$ cat config.mk
export PLATFORM = sky130hd
export DESIGN_NAME = cv_frame_controller
export DESIGN_NICKNAME = d
export VERILOG_FILES = /design/src/rtl/cv_frame_pkg.sv /design/src/rtl/cv_frame_sync_rise_detect.sv /design/src/rtl/cv_frame_controller.sv
export SDC_FILE = /design/constraint.sdc
export NUM_CORES = 1
export LEC_CHECK = 0
export BUFFER_PORTS_ARGS = -buffer_cell sky130_fd_sc_hd__buf_2
export CORE_MARGIN = 3
export CORE_UTILIZATION = 30
export DETAILED_ROUTE_END_ITERATION = 12
export GPL_TIMING_DRIVEN = 1
export MAX_ROUTING_LAYER = met4
export SLEW_MARGIN = 5
export SYNTH_ARGS = -nofsm -noshare
export SYNTH_HDL_FRONTEND = slang
export SYNTH_SLANG_ARGS = --single-unit
$ cat constraint.sdc
create_clock -name i_Clock -period 12.64 [get_ports i_Clock]
set_input_delay 0.632 -clock i_Clock [delete_from_list [all_inputs] [get_ports i_Clock]]
set_output_delay 0.632 -clock i_Clock [all_outputs]
set_load 0.01 [all_outputs]
$ cat src/rtl/cv_frame_pkg.sv
// Shared types and default constants for the CV frame controller.
// Holds the FSM state enum and the clamp helper used by the capture path.
package cv_frame_pkg;

    typedef enum logic [2:0] {
        IDLE,
        SETTLE,
        CAPTURE,
        PUBLISH,
        RECOVER
    } cv_state_e;

    localparam int          CV_WORDS        = 6;
    localparam logic [15:0] CV_MAX_DEFAULT  = 16'h0FFF;
    localparam logic [23:0] TIMEOUT_DEFAULT = 24'd1_000_000;
    localparam int          RECOVER_DEFAULT = 8;

    function automatic logic [15:0] clampWord(input logic [15:0] word, input logic [15:0] limit);
        return (word > limit) ? limit : word;
    endfunction

endpackage

$ cat src/rtl/cv_frame_sync_rise_detect.sv
// Two-flop synchroniser for an asynchronous level, followed by a registered
// previous value so the output is a single-cycle pulse per rising edge.
module sync_rise_detect (
    input  logic clock_i,
    input  logic reset_i,
    input  logic level_i,
    output logic rise_o
);

    logic meta_q;
    logic sync_q;
    logic prev_q;

    always_ff @(posedge clock_i or posedge reset_i) begin
        if (reset_i) begin
            meta_q <= 1'b0;
            sync_q <= 1'b0;
            prev_q <= 1'b0;
        end else begin
            meta_q <= level_i;
            sync_q <= meta_q;
            prev_q <= sync_q;
        end
    end

    assign rise_o = sync_q & ~prev_q;

endmodule

$ cat src/rtl/cv_frame_controller.sv
// Turns the receiver's frame flag and six words into an atomic, clamped CV
// snapshot, and supervises the link with a watchdog that resets the receiver.
module cv_frame_controller
    import cv_frame_pkg::*;
#(
    parameter int          WORDS          = CV_WORDS,
    parameter logic [15:0] CV_MAX         = CV_MAX_DEFAULT,
    parameter int          SETTLE_CYCLES  = 2,
    parameter logic [23:0] TIMEOUT_CYCLES = TIMEOUT_DEFAULT,
    parameter int          RECOVER_CYCLES = RECOVER_DEFAULT
) (
    input  logic        i_Clock,
    input  logic        i_Reset,
    input  logic        i_Frame_Ready,
    input  logic [15:0] i_Data0,
    input  logic [15:0] i_Data1,
    input  logic [15:0] i_Data2,
    input  logic [15:0] i_Data3,
    input  logic [15:0] i_Data4,
    input  logic [15:0] i_Data5,
    output logic [15:0] o_CV0,
    output logic [15:0] o_CV1,
    output logic [15:0] o_CV2,
    output logic [15:0] o_CV3,
    output logic [15:0] o_CV4,
    output logic [15:0] o_CV5,
    output logic        o_Frame_Strobe,
    output logic [5:0]  o_Clamp_Flags,
    output logic        o_Link_OK,
    output logic        o_Receiver_Reset,
    output logic [7:0]  o_Frame_Count
);

    // The edge that enters SETTLE already counts as the first settle cycle.
    localparam int          SETTLE_LAST_INT = (SETTLE_CYCLES > 1) ? SETTLE_CYCLES - 2 : 0;
    localparam logic [3:0]  SETTLE_LAST     = SETTLE_LAST_INT[3:0];
    localparam int          LAST_INDEX_INT  = WORDS - 1;
    localparam logic [2:0]  LAST_INDEX      = LAST_INDEX_INT[2:0];
    localparam logic [7:0]  RECOVER_LAST    = RECOVER_CYCLES[7:0];
    localparam logic [23:0] WD_LIMIT        = TIMEOUT_CYCLES - 24'd1;

    logic frameRise;

    sync_rise_detect uSyncRise (
        .clock_i (i_Clock),
        .reset_i (i_Reset),
        .level_i (i_Frame_Ready),
        .rise_o  (frameRise)
    );

    cv_state_e                     state_q, state_d;
    logic [3:0]                    settleCnt_q, settleCnt_d;
    logic [2:0]                    index_q, index_d;
    logic [7:0]                    recoverCnt_q, recoverCnt_d;
    logic [23:0]                   wdCount_q, wdCount_d;
    logic [CV_WORDS-1:0][15:0]     shadow_q, shadow_d;
    logic [CV_WORDS-1:0]           shadowFlags_q, shadowFlags_d;
    logic [CV_WORDS-1:0][15:0]     cv_q, cv_d;
    logic [5:0]                    clampFlags_q, clampFlags_d;
    logic                          strobe_q, strobe_d;
    logic                          linkOk_q, linkOk_d;
    logic                          rxReset_q, rxReset_d;
    logic [7:0]                    frameCount_q, frameCount_d;

    logic        wdExpired;
    logic        settleDone;
    logic        captureDone;
    logic        recoverDone;
    logic [15:0] selWord;

    assign wdExpired   = (wdCount_q == WD_LIMIT);
    assign settleDone  = (settleCnt_q == SETTLE_LAST);
    assign captureDone = (index_q == LAST_INDEX);
    assign recoverDone = (recoverCnt_q == RECOVER_LAST);

    always_comb begin
        case (index_q)
            3'd0:    selWord = i_Data0;
            3'd1:    selWord = i_Data1;
            3'd2:    selWord = i_Data2;
            3'd3:    selWord = i_Data3;
            3'd4:    selWord = i_Data4;
            default: selWord = i_Data5;
        endcase
    end

    always_ff @(posedge i_Clock or posedge i_Reset) begin
        if (i_Reset) begin
            state_q <= IDLE;
        end else begin
            state_q <= state_d;
        end
    end

    // A new flag edge wins over a watchdog expiry that lands in the same IDLE cycle.
    always_comb begin
        state_d = state_q;
        unique case (state_q)
            IDLE: begin
                if (frameRise) begin
                    state_d = SETTLE;
                end else if (wdExpired) begin
                    state_d = RECOVER;
                end
            end
            SETTLE:  if (settleDone) state_d = CAPTURE;
            CAPTURE: if (captureDone) state_d = PUBLISH;
            PUBLISH: state_d = IDLE;
            RECOVER: if (recoverDone) state_d = IDLE;
            default: state_d = IDLE;
        endcase
    end

    always_comb begin
        settleCnt_d   = '0;
        index_d       = '0;
        recoverCnt_d  = '0;
        shadow_d      = shadow_q;
        shadowFlags_d = shadowFlags_q;
        cv_d          = cv_q;
        clampFlags_d  = clampFlags_q;
        strobe_d      = 1'b0;
        linkOk_d      = linkOk_q;
        rxReset_d     = 1'b0;
        frameCount_d  = frameCount_q;
        wdCount_d     = wdExpired ? wdCount_q : wdCount_q + 24'd1;
        unique case (state_q)
            IDLE: begin
                if (!frameRise && wdExpired) begin
                    linkOk_d = 1'b0;
                end
            end
            SETTLE: settleCnt_d = settleCnt_q + 4'd1;
            CAPTURE: begin
                shadow_d[index_q]      = clampWord(selWord, CV_MAX);
                shadowFlags_d[index_q] = (selWord > CV_MAX);
                index_d                = index_q + 3'd1;
            end
            PUBLISH: begin
                cv_d         = shadow_q;
                clampFlags_d = shadowFlags_q;
                strobe_d     = 1'b1;
                frameCount_d = frameCount_q + 8'd1;
                linkOk_d     = 1'b1;
                wdCount_d    = '0;
            end
            RECOVER: begin
                wdCount_d = '0;
                linkOk_d  = 1'b0;
                if (!recoverDone) begin
                    recoverCnt_d = recoverCnt_q + 8'd1;
                    rxReset_d    = 1'b1;
                end
            end
            default: ;
        endcase
    end

    always_ff @(posedge i_Clock or posedge i_Reset) begin
        if (i_Reset) begin
            settleCnt_q   <= '0;
            index_q       <= '0;
            recoverCnt_q  <= '0;
            wdCount_q     <= '0;
            shadow_q      <= '0;
            shadowFlags_q <= '0;
            cv_q          <= '0;
            clampFlags_q  <= '0;
            strobe_q      <= 1'b0;
            linkOk_q      <= 1'b0;
            rxReset_q     <= 1'b0;
            frameCount_q  <= '0;
        end else begin
            settleCnt_q   <= settleCnt_d;
            index_q       <= index_d;
            recoverCnt_q  <= recoverCnt_d;
            wdCount_q     <= wdCount_d;
            shadow_q      <= shadow_d;
            shadowFlags_q <= shadowFlags_d;
            cv_q          <= cv_d;
            clampFlags_q  <= clampFlags_d;
            strobe_q      <= strobe_d;
            linkOk_q      <= linkOk_d;
            rxReset_q     <= rxReset_d;
            frameCount_q  <= frameCount_d;
        end
    end

    assign o_CV0            = cv_q[0];
    assign o_CV1            = cv_q[1];
    assign o_CV2            = cv_q[2];
    assign o_CV3            = cv_q[3];
    assign o_CV4            = cv_q[4];
    assign o_CV5            = cv_q[5];
    assign o_Frame_Strobe   = strobe_q;
    assign o_Clamp_Flags    = clampFlags_q;
    assign o_Link_OK        = linkOk_q;
    assign o_Receiver_Reset = rxReset_q;
    assign o_Frame_Count    = frameCount_q;

endmodule

==> flow_metrics.py <==
metrics = {
    "run_status": {
        "outcome": "complete, no violations",
    },
    "sta": {
        "timing.final.crit_share": 0.292,
        "clock_skew_ns": 0.0105,
        "tns_ns": 0,
        "min_period_ns": 3.69,
        "finalSetupViolCount": 0,
        "tightest_slew_ns": 1.05,
        "rsz0062_at_grt": "false",
        "slew_violations": 0,
        "clock.fmax_mhz": 271,
        "slew_headroom": 0.300,
        "final_hold_viol_count": 0,
    },
    "worst_setup_path": {
        "path_class": "register to register",
        "worstPathArrival_ns": 4.05,
        "cp_top_family": "flip-flops",
        "end_kind": "register",
        "crit_chain": "inv_1 > ha_1 > or2_1 > or3_1 > o31ai_4 > buf_4 > a31oi_1",
        "worst_path_max_delay_cell": "dfrtp_1",
        "cp-start-kind": "register",
        "crit_fanout": 78,
        "crit_required_ns": 13.00,
        "max_stage_delay_ns": 0.98,
        "path_buf_inv": 2,
    },
    "logic_synthesis": {
        "synthesis.nets": 1233,
        "synth_top_area_cell": "dfrtp_1",
        "yosysWarningCount": 0,
        "synth_cells": 1123,
        "synthesis.area_sq_mm": 0.0108,
        "avgSynthCellArea_sq_um": 9.64,
        "synthDistinctLibCells": 50,
        "ys_seq_area_frac": 0.601,
        "ys_ff_latch": 260,
        "synth_top_area_share": 0.601,
        "ys_top_cells_by_area": "dfrtp_1 60%, nand2_1 11%, a31oi_1 4.2%, nor2_1 3.4%, clkbuf_1 1.9%",
    },
    "clock_network": {
        "ctsHoldBuffers": 0,
        "cts_resized": 0,
        "cts_root_buf": "clkbuf_16",
        "clk_latency_ns": 0.54,
        "htreeDepth": 1,
        "clockBufferDepth": 3,
        "cts_tree": "done",
        "cts_setup_buffers": 0,
        "cts.sinks": 260,
        "numCtsBuffers": 28,
        "clkTransAtPathRegs_ns": 0.06,
    },
    "drt": {
        "ant_nets": 0,
        "drcViolationCount": 0,
        "wl_per_cell_um": 17.6,
        "drt-total-wl_um": 31400,
        "vias": 8705,
        "first_iter_violations": 719,
        "vias_per_cell": 4.89,
        "firstDrtPassIters": 6,
    },
    "global_route": {
        "antenna_found_initial": 3,
        "overflow": 0,
        "grt_pass1_wl_um": 49000,
        "grt_max_degree": 100,
        "grt.total_usage": 0.164,
        "grt_pass1_vias": 8629,
    },
    "placement": {
        "post-dp-hpwl_um": 22000,
        "gp_congestion": 0.821,
        "port-buffer-count": 211,
    },
    "die": {
        "die_h_um": 196,
        "io-pin-count": 212,
        "dieArea_sq_mm": 0.0384,
        "core_sq_mm": 0.0351,
        "die_w_um": 196,
        "initial_core_util": 0.309,
        "rows": 68,
    },
    "job": {
        "cap_viol_max_count": 0,
    },
    "finish": {
        "drive_gt1_frac": 0.213,
        "ff_latch_area_sq_mm": 0.00651,
        "multiInputGateArea_sq_mm": 0.00392,
        "nNetsFinal": 1412,
        "n_fill_cell": 3567,
        "final_util": 0.377,
        "syn_to_final_growth_pct": 22.2,
    },
    "pwr": {
        "leakage_nw": 6.36,
        "finalPower_w": 0.00300,
        "powerDensity_mw_per_mm2": 227,
        "ir_worst_vdd_v": 0.0000957,
    },
    "min_path": {
        "hp-class": "primary input to asynchronous set/reset pin",
    },
}
-- cell usage after synthesis (all sizes together) --
master   instances
o32ai            2
nor4b            1
nand2          317
nand4           10
and4             3
or3              7
and2             2
mux2i            4
xnor2           10
a22oi           12
nor3             7
nor2            99
a21boi           2
or2              2
a21oi           16
o21ai           32
or4              7
o41ai            3
and3             7
nand3           21
xor2            12
o22ai           24
nor2b           25
inv             33
a2111o           3
dfrtp          260
buf             18
nand4bb          2
nor4             7
a31o             1
o21ba            1
nand2b           7
o31ai            7
or4b             1
nor3b            2
a211o            1
clkbuf          56
nand3b           3
a32oi           12
a31oi           72
o2bb2ai          1
ha              11
-- report_power, final --
group	internal, W	total [W]	leakage, nW	switching (W)
Combinational	0.000309	0.000949	2.84	0.000640
Sequential	0.00105	0.00122	3.06	0.000168
Clock	0.000505	0.000833	0.458	0.000328
-- state kept, by name (all words and copies together) (netlist names) --
register	flops
uSyncRise.prev_q	1
recoverCnt_q	8
o_CV1	16
uSyncRise.meta_q	1
o_Frame_Count	8
wdCount_q	24
o_CV0	16
o_Link_OK	1
o_Clamp_Flags	6
o_CV2	16
uSyncRise.sync_q	1
o_CV3	16
o_CV5	16
shadow_q	96
o_Frame_Strobe	1
settleCnt_q	4
o_Receiver_Reset	1
o_CV4	16
index_q	3
shadowFlags_q	6
state_q	3
-- routing by layer --
layer / up-vias / global-route usage / wire, um
li1: 4169 / - / -
met1: 4197 / 0.224 / 14200
met2: 289 / 0.252 / 14100
met3: 50 / 0.0313 / 2210
met4: 0 / 0.0473 / 850
met5: - / - / 0
-- cells in the final DEF (no fill, tap or decap), types with 4 or more instances in the layout --
master     instances
xnor2_1           10
a22oi_1           12
dfrtp_1          260
nand2b_1           7
nor2_1            95
o31ai_1            6
nor2_2             4
nand4_1            8
xor2_1            12
buf_2            211
clkbuf_8           6
nor2b_1           25
nor4_1             7
clkbuf_16         28
and3_1             6
a32oi_1           12
a31oi_1           72
ha_1              11
o22ai_1           24
clkbuf_1           7
nand3_1           21
o21ai_0           32
or3_1              7
or4_1              7
nor3_1             5
nand2_1          317
buf_4             12
inv_1             30
mux2i_1            4
a21oi_1           16
-- worst reg2reg max path: stages, from the launching register on --
cell,delay (ns)
dfrtp_1,0.98
inv_1,0.17
ha_1,0.44
or2_1,0.49
or3_1,0.48
o31ai_4,0.07
buf_4,0.64
a31oi_1,0.25
-- final timing paths --
| check | from | to | slack (ns) | cells past startpoint |
|---|---|---|---|---|
| setup / recovery | index_q[2] | shadow_q[70] | 8.95 | 7 |
| hold / removal | i_Reset | o_CV0[13] | 0.21 | 2 |
| setup reg to reg | index_q[2] | shadow_q[70] | 8.95 | 7 |
| hold reg to reg | uSyncRise.meta_q | uSyncRise.sync_q | 0.35 | 0 |
| max in group asynchronous | i_Reset | o_CV1[3] | 9.94 | 4 |
| min in group i_Clock | i_Frame_Ready | uSyncRise.meta_q | 0.21 | 1 |
-- final cells by class --
class | count | share of cell area
Sequential cell | 260 | 0.492
Tap cell | 455 | 0.0430
Clock inverter | 9 | 0.0106
Multi-Input combinational cell | 756 | 0.296
Antenna cell | 3 | 0.000567
Timing Repair Buffer | 223 | 0.0866
Clock buffer | 41 | 0.0612
Inverter | 33 | 0.0100
-- logic make-up (layout without fill, tap and decap cells) --
| family | after synthesis | in the layout | share of synthesized area |
|---|---|---|---|
| other | 0 | 3 | 0 |
| buffers and inverters | 107 | 306 | 0.0396 |
| multiplexers | 4 | 4 | 0.00370 |
| flip-flops | 260 | 260 | 0.601 |
| AND/OR/NAND/NOR | 530 | 530 | 0.212 |
| AO/OA/AOI/OAI | 189 | 189 | 0.113 |
| adder cells (fa/ha/maj) | 11 | 11 | 0.0127 |
| XOR/XNOR | 22 | 22 | 0.0178 |
-- through the flow --
step           hold WS [ns]  worst slack, ns  std cells  cell area (sq um)
2_1_floorplan         0.331             4.85       1123              10800
3_3_place_gp          0.335             9.23       1727              12300
3_5_place_dp          0.336             9.09       1727              12300
4_1_cts               0.179             9.03       1777              13200
5_1_grt               0.177             8.76       1780              13200
6_report              0.206             8.95       1780              13200
Note: power is estimated with default switching activity, not from simulation.
